[src/rtl/sci_pkg.sv]
// ----------------------------------------------------------------------------
// sci_pkg
// Shared constants for the FIFO-buffered SCI (sci_fifo_uart).
// Contents:
//   - bus register addresses
//   - status bit positions
//   - RX/TX state encodings
//   - baud divider helper
// No ports (package).
// ----------------------------------------------------------------------------
package sci_pkg;

    localparam logic [2:0] ADDR_STAT    = 3'd4;
    localparam logic [2:0] ADDR_DATA_RD = 3'd5;
    localparam logic [2:0] ADDR_DATA_WR = 3'd6;
    localparam logic [2:0] ADDR_RXCNT   = 3'd7;

    localparam int STAT_TX_NFULL  = 7;
    localparam int STAT_TX_IDLE   = 6;
    localparam int STAT_PERR      = 3;
    localparam int STAT_FERR      = 2;
    localparam int STAT_OVR       = 1;
    localparam int STAT_RX_NEMPTY = 0;

    typedef enum logic [2:0] {
        RX_IDLE, RX_START, RX_DATA, RX_PARITY, RX_STOP
    } rx_state_t;

    typedef enum logic [2:0] {
        TX_IDLE, TX_START, TX_DATA, TX_PARITY, TX_STOP
    } tx_state_t;

    // Clocks per 16x oversample tick, rounded to nearest.
    function automatic int baud_div(input int clk_hz, input int baud);
        return (clk_hz + 8 * baud) / (16 * baud);
    endfunction

endpackage

[src/rtl/sci_fifo_uart_if.sv]
// ----------------------------------------------------------------------------
// sci_fifo_uart_if
// MiniS08 IOsel bus as seen by the SCI.
// Signals:
//   IOsel   peripheral select
//   addr    register address (3 bits)
//   read    read strobe (level)
//   write   write strobe (level)
//   datain  write data (8 bits)
//   dataout read data (8 bits), 0 when not selected for read
// Modports: master (CPU side), slave (peripheral side).
// ----------------------------------------------------------------------------
interface sci_fifo_uart_if;
    logic       IOsel;
    logic [2:0] addr;
    logic       read;
    logic       write;
    logic [7:0] datain;
    logic [7:0] dataout;

    modport master (output IOsel, output addr, output read, output write,
                    output datain, input dataout);
    modport slave  (input IOsel, input addr, input read, input write,
                    input datain, output dataout);
endinterface

[src/rtl/sci_sync_fifo.sv]
// ----------------------------------------------------------------------------
// sci_sync_fifo
// Single-clock FIFO used for both the SCI TX and RX queues.
// Parameters: WIDTH (entry width), DEPTH (entries, power of 2, >= 2).
// Ports:
//   clk, rst_n   clock, asynchronous active-low reset
//   i_push       write i_data (ignored when full unless popping same clk)
//   i_data       entry to write
//   i_pop        drop head entry (ignored when empty)
//   o_data       current head entry
//   o_count      fill level, 0..DEPTH
// ----------------------------------------------------------------------------
module sci_sync_fifo #(
    parameter int WIDTH = 8,
    parameter int DEPTH = 8
) (
    input  logic                     clk,
    input  logic                     rst_n,
    input  logic                     i_push,
    input  logic [WIDTH-1:0]         i_data,
    input  logic                     i_pop,
    output logic [WIDTH-1:0]         o_data,
    output logic [$clog2(DEPTH):0]   o_count
);
    localparam int AW = $clog2(DEPTH);

    logic [WIDTH-1:0] r_mem [DEPTH];
    logic [AW-1:0]    r_wr_ptr;
    logic [AW-1:0]    r_rd_ptr;
    logic [AW:0]      r_count;
    logic             w_do_pop;
    logic             w_do_push;

    // A pop frees a slot in the same clk, so a full FIFO still accepts a push then.
    assign w_do_pop  = i_pop && (r_count != '0);
    assign w_do_push = i_push && ((r_count != (AW+1)'(DEPTH)) || w_do_pop);

    always_ff @(posedge clk) begin
        if (w_do_push) r_mem[r_wr_ptr] <= i_data;
    end

    always_ff @(posedge clk or negedge rst_n) begin
        if (!rst_n) begin
            r_wr_ptr <= '0;
            r_rd_ptr <= '0;
            r_count  <= '0;
        end else begin
            if (w_do_push) r_wr_ptr <= r_wr_ptr + 1'b1;
            if (w_do_pop)  r_rd_ptr <= r_rd_ptr + 1'b1;
            case ({w_do_push, w_do_pop})
                2'b10:   r_count <= r_count + 1'b1;
                2'b01:   r_count <= r_count - 1'b1;
                default: r_count <= r_count;
            endcase
        end
    end

    assign o_data  = r_mem[r_rd_ptr];
    assign o_count = r_count;
endmodule

[src/rtl/sci_fifo_uart.sv]
// ----------------------------------------------------------------------------
// sci_fifo_uart
// FIFO-buffered 8N1 serial port on the MiniS08 IOsel bus.
// Parameters: CLK_HZ, BAUD, DEPTH (FIFO entries), DATA_BITS (5..8).
// Ports:
//   clk    system clock
//   rst_n  asynchronous active-low reset
//   bus    sci_fifo_uart_if.slave: 4=status rd, 5=data rd, 6=data wr, 7=RX count rd
//   rxd    serial input (asynchronous to clk)
//   txd    serial output, idle high
// Optional feature: define SCI_PARITY_EN to add one even-parity bit after the
// data bits on both TX and RX; status[3] then reports RX parity mismatches.
// ----------------------------------------------------------------------------
module sci_fifo_uart
    import sci_pkg::*;
#(
    parameter int CLK_HZ    = 50_000_000,
    parameter int BAUD      = 9600,
    parameter int DEPTH     = 8,
    parameter int DATA_BITS = 8
) (
    input  logic              clk,
    input  logic              rst_n,
    sci_fifo_uart_if.slave    bus,
    input  logic              rxd,
    output logic              txd
);
    localparam int DIV = baud_div(CLK_HZ, BAUD);
    localparam int BW  = (DIV > 1) ? $clog2(DIV) : 1;
    localparam int CW  = $clog2(DEPTH) + 1;

    // ---------------- bus decode: one side effect per strobe assertion
    logic w_rd_stat, w_rd_data, w_wr_data;
    logic r_rd_stat_d, r_rd_data_d, r_wr_data_d;
    logic w_stat_clr, w_rx_pop, w_tx_push;

    assign w_rd_stat = bus.IOsel && bus.read  && (bus.addr == ADDR_STAT);
    assign w_rd_data = bus.IOsel && bus.read  && (bus.addr == ADDR_DATA_RD);
    assign w_wr_data = bus.IOsel && bus.write && (bus.addr == ADDR_DATA_WR);

    always_ff @(posedge clk or negedge rst_n) begin
        if (!rst_n) begin
            r_rd_stat_d <= 1'b0;
            r_rd_data_d <= 1'b0;
            r_wr_data_d <= 1'b0;
        end else begin
            r_rd_stat_d <= w_rd_stat;
            r_rd_data_d <= w_rd_data;
            r_wr_data_d <= w_wr_data;
        end
    end

    assign w_stat_clr = w_rd_stat && !r_rd_stat_d;
    assign w_rx_pop   = w_rd_data && !r_rd_data_d;
    assign w_tx_push  = w_wr_data && !r_wr_data_d;

    // ---------------- baud: tick16 every DIV clks, bit tick every 16th tick16
    logic [BW-1:0] r_baud_cnt;
    logic [3:0]    r_tick_sub;
    logic          w_tick16, w_bit_tick;

    assign w_tick16   = (r_baud_cnt == BW'(DIV - 1));
    assign w_bit_tick = w_tick16 && (r_tick_sub == 4'hF);

    always_ff @(posedge clk or negedge rst_n) begin
        if (!rst_n) begin
            r_baud_cnt <= '0;
            r_tick_sub <= '0;
        end else if (w_tick16) begin
            r_baud_cnt <= '0;
            r_tick_sub <= r_tick_sub + 4'd1;
        end else begin
            r_baud_cnt <= r_baud_cnt + 1'b1;
        end
    end

    // ---------------- FIFOs
    logic [DATA_BITS-1:0] w_tx_head, w_rx_head, r_rx_shift;
    logic [CW-1:0]        w_tx_count, w_rx_count;
    logic                 w_tx_pop, w_rx_push, w_tx_empty, w_rx_empty, w_rx_full;

    sci_sync_fifo #(.WIDTH(DATA_BITS), .DEPTH(DEPTH)) u_tx_fifo (
        .clk(clk), .rst_n(rst_n), .i_push(w_tx_push), .i_data(bus.datain[DATA_BITS-1:0]),
        .i_pop(w_tx_pop), .o_data(w_tx_head), .o_count(w_tx_count));

    sci_sync_fifo #(.WIDTH(DATA_BITS), .DEPTH(DEPTH)) u_rx_fifo (
        .clk(clk), .rst_n(rst_n), .i_push(w_rx_push), .i_data(r_rx_shift),
        .i_pop(w_rx_pop), .o_data(w_rx_head), .o_count(w_rx_count));

    assign w_tx_empty = (w_tx_count == '0);
    assign w_rx_empty = (w_rx_count == '0);
    assign w_rx_full  = (w_rx_count == CW'(DEPTH));

    // ---------------- TX FSM
    tx_state_t            r_tx_state;
    logic [DATA_BITS-1:0] r_tx_shift;
    logic [2:0]           r_tx_bit;
    logic                 r_txd, r_tx_done;
`ifdef SCI_PARITY_EN
    logic                 r_tx_par;
`endif

    // Loading from STOP as well as IDLE keeps back-to-back frames gapless.
    assign w_tx_pop = w_bit_tick && !w_tx_empty &&
                      ((r_tx_state == TX_IDLE) || (r_tx_state == TX_STOP));

    always_ff @(posedge clk or negedge rst_n) begin
        if (!rst_n) begin
            r_tx_state <= TX_IDLE;
            r_tx_shift <= '0;
            r_tx_bit   <= '0;
            r_txd      <= 1'b1;
            r_tx_done  <= 1'b0;
`ifdef SCI_PARITY_EN
            r_tx_par   <= 1'b0;
`endif
        end else begin
            if (w_tx_push) r_tx_done <= 1'b0;
            if (w_bit_tick) begin
                case (r_tx_state)
                    TX_IDLE, TX_STOP: begin
                        if (!w_tx_empty) begin
                            r_tx_shift <= w_tx_head;
`ifdef SCI_PARITY_EN
                            r_tx_par   <= ^w_tx_head;
`endif
                            r_txd      <= 1'b0;
                            r_tx_state <= TX_START;
                        end else begin
                            r_txd      <= 1'b1;
                            r_tx_state <= TX_IDLE;
                            // Done flag marks "last stop bit fully sent, nothing queued".
                            if (r_tx_state == TX_STOP && !w_tx_push) r_tx_done <= 1'b1;
                        end
                    end
                    TX_START: begin
                        r_txd      <= r_tx_shift[0];
                        r_tx_shift <= r_tx_shift >> 1;
                        r_tx_bit   <= '0;
                        r_tx_state <= TX_DATA;
                    end
                    TX_DATA: begin
                        if (r_tx_bit == 3'(DATA_BITS - 1)) begin
`ifdef SCI_PARITY_EN
                            r_txd      <= r_tx_par;
                            r_tx_state <= TX_PARITY;
`else
                            r_txd      <= 1'b1;
                            r_tx_state <= TX_STOP;
`endif
                        end else begin
                            r_txd      <= r_tx_shift[0];
                            r_tx_shift <= r_tx_shift >> 1;
                            r_tx_bit   <= r_tx_bit + 3'd1;
                        end
                    end
                    TX_PARITY: begin
                        r_txd      <= 1'b1;
                        r_tx_state <= TX_STOP;
                    end
                    default: r_tx_state <= TX_IDLE;
                endcase
            end
        end
    end

    assign txd = r_txd;

    // ---------------- RX synchroniser and FSM
    rx_state_t  r_rx_state;
    logic       r_rx_s1, r_rx_s2, r_rx_prev;
    logic [3:0] r_rx_os;
    logic [2:0] r_rx_bit;
    logic       w_rx_stop_smp, w_ferr_set, w_ovr_set;
`ifdef SCI_PARITY_EN
    logic       r_rx_perr;
`endif

    always_ff @(posedge clk or negedge rst_n) begin
        if (!rst_n) begin
            r_rx_s1   <= 1'b1;
            r_rx_s2   <= 1'b1;
            r_rx_prev <= 1'b1;
        end else begin
            r_rx_s1   <= rxd;
            r_rx_s2   <= r_rx_s1;
            r_rx_prev <= r_rx_s2;
        end
    end

    // START waits 8 ticks to reach mid start bit; later samples are 16 ticks apart.
    always_ff @(posedge clk or negedge rst_n) begin
        if (!rst_n) begin
            r_rx_state <= RX_IDLE;
            r_rx_os    <= '0;
            r_rx_bit   <= '0;
            r_rx_shift <= '0;
`ifdef SCI_PARITY_EN
            r_rx_perr  <= 1'b0;
`endif
        end else begin
            case (r_rx_state)
                RX_IDLE: begin
                    if (r_rx_prev && !r_rx_s2) begin
                        r_rx_os    <= '0;
                        r_rx_state <= RX_START;
                    end
                end
                RX_START: begin
                    if (w_tick16) begin
                        if (r_rx_os == 4'd7) begin
                            r_rx_os    <= '0;
                            r_rx_bit   <= '0;
                            r_rx_state <= r_rx_s2 ? RX_IDLE : RX_DATA;
                        end else begin
                            r_rx_os <= r_rx_os + 4'd1;
                        end
                    end
                end
                RX_DATA: begin
                    if (w_tick16) begin
                        r_rx_os <= r_rx_os + 4'd1;
                        if (r_rx_os == 4'hF) begin
                            r_rx_shift <= {r_rx_s2, r_rx_shift[DATA_BITS-1:1]};
                            if (r_rx_bit == 3'(DATA_BITS - 1)) begin
`ifdef SCI_PARITY_EN
                                r_rx_state <= RX_PARITY;
`else
                                r_rx_state <= RX_STOP;
`endif
                            end else begin
                                r_rx_bit <= r_rx_bit + 3'd1;
                            end
                        end
                    end
                end
`ifdef SCI_PARITY_EN
                RX_PARITY: begin
                    if (w_tick16) begin
                        r_rx_os <= r_rx_os + 4'd1;
                        if (r_rx_os == 4'hF) begin
                            r_rx_perr  <= (^r_rx_shift) ^ r_rx_s2;
                            r_rx_state <= RX_STOP;
                        end
                    end
                end
`endif
                RX_STOP: begin
                    if (w_tick16) begin
                        r_rx_os <= r_rx_os + 4'd1;
                        if (r_rx_os == 4'hF) r_rx_state <= RX_IDLE;
                    end
                end
                default: r_rx_state <= RX_IDLE;
            endcase
        end
    end

    assign w_rx_stop_smp = w_tick16 && (r_rx_state == RX_STOP) && (r_rx_os == 4'hF);
    assign w_rx_push     = w_rx_stop_smp && r_rx_s2;
    assign w_ferr_set    = w_rx_stop_smp && !r_rx_s2;
    // A same-clk pop makes room, so that case is not an overrun.
    assign w_ovr_set     = w_rx_push && w_rx_full && !w_rx_pop;

    // ---------------- sticky flags: set beats clear on the same clk
    logic r_ferr, r_ovr;
`ifdef SCI_PARITY_EN
    logic r_perr;
`endif

    always_ff @(posedge clk or negedge rst_n) begin
        if (!rst_n) begin
            r_ferr <= 1'b0;
            r_ovr  <= 1'b0;
`ifdef SCI_PARITY_EN
            r_perr <= 1'b0;
`endif
        end else begin
            r_ferr <= w_ferr_set | (r_ferr & !w_stat_clr);
            r_ovr  <= w_ovr_set  | (r_ovr  & !w_stat_clr);
`ifdef SCI_PARITY_EN
            r_perr <= (w_rx_push & r_rx_perr) | (r_perr & !w_stat_clr);
`endif
        end
    end

    // ---------------- read mux
    logic [7:0] w_status, w_rx_head8, w_rx_cnt8;

    always_comb begin
        w_status                 = '0;
        w_status[STAT_TX_NFULL]  = (w_tx_count != CW'(DEPTH));
        w_status[STAT_TX_IDLE]   = r_tx_done;
`ifdef SCI_PARITY_EN
        w_status[STAT_PERR]      = r_perr;
`endif
        w_status[STAT_FERR]      = r_ferr;
        w_status[STAT_OVR]       = r_ovr;
        w_status[STAT_RX_NEMPTY] = !w_rx_empty;

        w_rx_head8                  = '0;
        w_rx_head8[DATA_BITS-1:0]   = w_rx_head;
        w_rx_cnt8                   = '0;
        w_rx_cnt8[CW-1:0]           = w_rx_count;

        bus.dataout = '0;
        if (bus.IOsel && bus.read) begin
            case (bus.addr)
                ADDR_STAT:    bus.dataout = w_status;
                ADDR_DATA_RD: bus.dataout = w_rx_empty ? 8'h00 : w_rx_head8;
                ADDR_RXCNT:   bus.dataout = w_rx_cnt8;
                default:      bus.dataout = '0;
            endcase
        end
    end
endmodule

[src/flat_wrapper.sv]
// flat-port wrapper written by rule: the top's interface ports become plain ports
module sci_fifo_uart_flat import sci_pkg::*;
#(
    parameter int CLK_HZ    = 50_000_000,
    parameter int BAUD      = 9600,
    parameter int DEPTH     = 8,
    parameter int DATA_BITS = 8
)
  (clk, rst_n, rxd, txd, bus_IOsel, bus_addr, bus_read, bus_write, bus_datain, bus_dataout);
  sci_fifo_uart_if bus_i ();
  input  logic clk;
  input  logic rst_n;
  input  logic rxd;
  output logic txd;
  input wire logic [$bits(bus_i.IOsel)-1:0] bus_IOsel;
  input wire logic [$bits(bus_i.addr)-1:0] bus_addr;
  input wire logic [$bits(bus_i.read)-1:0] bus_read;
  input wire logic [$bits(bus_i.write)-1:0] bus_write;
  input wire logic [$bits(bus_i.datain)-1:0] bus_datain;
  output wire logic [$bits(bus_i.dataout)-1:0] bus_dataout;
  assign bus_i.IOsel = bus_IOsel;
  assign bus_i.addr = bus_addr;
  assign bus_i.read = bus_read;
  assign bus_i.write = bus_write;
  assign bus_i.datain = bus_datain;
  assign bus_dataout = bus_i.dataout;
  sci_fifo_uart #(.CLK_HZ(CLK_HZ), .BAUD(BAUD), .DEPTH(DEPTH), .DATA_BITS(DATA_BITS)) u_core (.clk(clk), .rst_n(rst_n), .bus(bus_i), .rxd(rxd), .txd(txd));
endmodule
[config.mk]
export PLATFORM = sky130hd
export DESIGN_NAME = sci_fifo_uart_flat
export DESIGN_NICKNAME = d
export VERILOG_FILES = /design/src/rtl/sci_pkg.sv /design/src/rtl/sci_fifo_uart_if.sv /design/src/rtl/sci_sync_fifo.sv /design/src/rtl/sci_fifo_uart.sv /design/src/flat_wrapper.sv
export SDC_FILE = /design/constraint.sdc
export NUM_CORES = 1
export LEC_CHECK = 0
export CORE_MARGIN = 2
export CORE_UTILIZATION = 55
export CTS_BUF_LIST = sky130_fd_sc_hd__clkbuf_4
export CTS_CLUSTER_SIZE = 16
export DETAILED_ROUTE_END_ITERATION = 12
export GPL_TIMING_DRIVEN = 0
export PLACE_DENSITY = 0.75
export SLEW_MARGIN = 20
export SYNTH_ARGS = -nofsm -noshare
export SYNTH_HDL_FRONTEND = slang
export SYNTH_SLANG_ARGS = --single-unit
export TNS_END_PERCENT = 50
[constraint.sdc]
create_clock -name clk -period 3.05 [get_ports clk]
set_clock_uncertainty 0.2 [all_clocks]
set_input_delay 0.61 -clock clk [delete_from_list [all_inputs] [get_ports clk]]
set_output_delay 0.61 -clock clk [all_outputs]
set_load 0.01 [all_outputs]
==> impl_metrics.csv <==
group,metric,value,unit
die,coreArea,15830,um^2
sta,final-setup-viol-count,8,
sta,rsz0062_at_grt,"true",
clock_tree,cts_root_buf,"clkbuf_4",
yosys,ys_types,73,
routing,drc,0,
global_routing,antenna_found_initial,1,
sta,layout_min_cycle_time,3.204,ns
yosys,async_flop_share,36.95,%
die,die_x,130.8,um
yosys,synth.largest_area_cell,"edfxtp_1",
pwr,powerDensity,626.1,nW/um^2
worst_setup_path,path_cells,"buf_6 > buf_12 > mux4_2 > mux2i_4 > a2bb2oi_2 > nor2_1 > buf_2",
routing,vias,5340,
routing,wl_per_cell,19.06,um
pwr,p_switching,1828,uW
cells_and_area,final_cell_mix,"edfxtp_1 (128), clkbuf_4 (81), dfrtp_1 (70)",
worst_setup_path,start_kind,"flop",
die,die_area,17110,um^2
routing,avgViaCountPerCell,5.657,
placed_design,dp_slack,-0.9645,ns
worst_setup_path,cp_num_buf_inv,3,
global_routing,grt_max_degree,47,
cells_and_area,fillerInstances,1090,
worst_setup_path,r2r_start,"u_core.r_rx_state[1]",
yosys,ys_seq_area_share,64.73,%
job,drv_cap,0,
routing,drtAntennaViolNets,0,
clock_tree,cts_inserted_buffers,52,
sta,tns,-0.9507,ns
outcome,violations,"negative setup slack",
worst_setup_path,cp.required,2.24,ns
yosys,postSynthAreaPerCell,15.09,um^2
min_path,min_from,"u_core.r_rx_s1",
min_path,holdPathEnd,"u_core.r_rx_s2",
clock_tree,insertion_delay,0.65,ns
yosys,yosys_warnings,0,
global_routing,grt_pass1_vias,5541,
sta,slew_headroom,45.05,%
die,io_pins,26,
clock_tree,clock_sinks,203,
outcome,outcome,"finished with violations",
min_path,hp-class,"reg2reg",
worst_setup_path,critical_path_arrival,2.39,ns
cells_and_area,register_area,5727,um^2
sta,fmax,312.1,MHz
routing,first_iter_violations,362,
cells_and_area,final_core_util,66.89,%
yosys,synth-seq-cells,203,
pwr,switching_share,27.57,%
worst_setup_path,path_max_fanout,8,
die,die_h,130.8,um
worst_setup_path,crit_path_end_kind,"output port",
yosys,synth.area.top_cells,"edfxtp_1 (43%), dfrtp_1 (20%), mux4_2 (8.1%), nand2_1 (2.5%), ha_1 (2.3%)",
worst_setup_path,cp_slowest_cell,"mux4_2",
global_routing,grt_pass1_wl,28410,um
global_routing,overflow,0,
routing,drt-pass1-iter-count,4,
worst_setup_path,rr_endpoint,"u_core.u_rx_fifo.o_count[3]",
cells_and_area,final_common_cell,"edfxtp_1",
yosys,syn_area,8845,um^2
pwr,internal-power,4802,uW
routing,routed_wirelength,17990,um
die,rows,46,
die,start_util,55.88,%
global_routing,grt_usage,21.83,%
clock_tree,cts_tree,"yes",
yosys,ys.flop_type,"edfxtp_1",
pwr,p_total,6629,uW
worst_setup_path,reg2reg_depth,11,
pwr,sequentialPowerShare,49.4,%
placed_design,io_buffer_count,25,
sta,tightestPinTransition,0.8242,ns
cells_and_area,area_growth_syn_to_layout,19.71,%
yosys,netlist_instances,586,
sta,hold_viol_final,0,
sta,slew_viol_final,0,
cells_and_area,multiInputGateArea,3278,um^2
clock_tree,clkSlewWorstSetupHoldPaths,0.07,ns
clock_tree,cts.htree.levels,2,
placed_design,hpwl,11440,um
min_path,whs_path_depth,0,
worst_setup_path,critPathTopFamily,"multiplexers",
pwr,pwr-share-clk,34.2,%
pwr,ir_worst_vdd,435.3,uV
worst_setup_path,crit_type,"reg2out",
worst_setup_path,slowest_delay,0.53,ns
sta,min_period_over_period,105.1,%
worst_setup_path,ff2ff_setup_slack,0.09,ns
pwr,leakage,0.004218,uW
clock_tree,cts_buffer_depth,3,
placed_design,gp_congestion,0.8371,
yosys,synth_edf_count,128,
cells_and_area,drive_gt1_share,32.19,%
cells_and_area,fin_nets,721,
yosys,synth_top_area_share,43.46,%
yosys,synth_nets,621,
sta,final.setup.worst_slack,-0.1545,ns
pwr,pwr-share-comb,16.4,%
==> metrics by stage <==
step	area, um^2	std cells	hold slack (ns)
global route	10590	944	0.1294
global placement	9365	827	0.1455
detailed placement	9473	832	0.1485
floorplan	8845	586	0.1144
CTS	10380	933	0.1301
finish	10590	944	0.1557
==> routing by layer <==
| metal | GRT usage (%) | vias up | wire length [um] |
|---|---|---|---|
| met3 | 5.171 | 28 | 836 |
| met5 | 0 | - | 0 |
| met1 | 27.29 | 2709 | 7348 |
| li1 | - | 2478 | - |
| met2 | 37.41 | 125 | 9471 |
| met4 | 8.198 | 0 | 331 |
==> synth_stat cells, drive strengths merged (12+ instances only) <==
library cell    n
edfxtp        128
dfrtp          71
nand2          61
o21ai          34
mux4           32
nor2           30
xnor2          19
mux2i          17
nor3           17
ha             16
nand3          15
inv            13
mux2           13
buf            12
==> worst reg2reg max path, stage by stage (launching register included) <==
cell,delay [ns]
dfrtp_1,0.39
buf_6,0.14
or3b_4,0.41
or4_4,0.57
nand2_4,0.12
inv_1,0.06
ha_1,0.27
a21o_1,0.19
a21oi_2,0.17
nand3_1,0.11
o31ai_2,0.11
xor2_1,0.16
==> layout make-up <==
type / count / area share [%]
multi-input combinational: 350 / 30.96
clock inverter: 15 / 0.6145
inverter: 13 / 0.4609
clock buffer: 80 / 5.672
tap: 216 / 2.553
buffer: 18 / 1.111
antenna: 1 / 0.02363
timing repair buffer: 48 / 4.514
sequential: 203 / 54.09
==> power by group through the flow <==
stage          Combinational (uW)  Clock [uW]  Sequential [uW]
2_1_floorplan                 680           0             3190
3_3_place_gp                  844           0             3220
3_5_place_dp                  902           0             3240
4_1_cts                      1030        2330             3240
5_1_grt                      1190        2480             3290
6_report                     1090        2270             3270
==> kinds of logic (layout without fill, tap and decap cells) <==
family,count (synthesis),after routing,share of synthesized area (%)
compound gates,72,72,5.560
xor+xnor,24,24,2.377
fa+ha+maj,18,18,2.716
buf+inv,33,174,1.613
flops,203,203,64.73
mux,62,62,11.77
other cells,0,1,0
simple gates,174,174,11.23
==> timing repair <==
action	in CTS	in global routing
buffers inserted	7	11
pin swaps	7	12
gates resized for setup	73	23
hold buffers	1	0
hold endpoints to repair	27	0
setup endpoints to repair	79	123
==> sequential cells by signal, summed over array words and instances (netlist names), 3 cells and up <==
signal / count
u_core.u_rx_fifo.r_wr_ptr: 3
u_core.u_tx_fifo.r_mem: 64
u_core.u_tx_fifo.r_rd_ptr: 3
u_core.u_tx_fifo.r_wr_ptr: 3
u_core.r_tx_bit: 3
u_core.r_tx_state: 3
u_core.r_rx_shift: 8
u_core.u_tx_fifo.o_count: 4
u_core.r_tx_shift: 8
u_core.r_baud_cnt: 9
u_core.r_rx_os: 4
u_core.u_rx_fifo.r_rd_ptr: 3
u_core.r_tick_sub: 4
u_core.u_rx_fifo.o_count: 4
u_core.r_rx_state: 3
u_core.r_rx_bit: 3
u_core.u_rx_fifo.r_mem: 64
==> worst max-delay path by stage <==
stage / to / slack (ns) / cells past startpoint / from
final: bus_dataout[6] / -0.15 / 7 / u_core.u_rx_fifo.r_rd_ptr[0]
after global routing: bus_dataout[0] / -0.29 / 8 / u_core.u_rx_fifo.r_rd_ptr[0]
after CTS: bus_dataout[0] / -0.24 / 8 / u_core.u_rx_fifo.r_rd_ptr[0]
after detailed placement: u_core.u_tx_fifo.o_count[3] / -0.96 / 11 / bus_addr[0]
after global placement: u_core.r_rx_shift[5] / -1.45 / 1 / rst_n
after floorplan: u_core.u_tx_fifo.o_count[3] / 0.004 / 10 / bus_addr[0]
(Power assumes the default switching activity.)
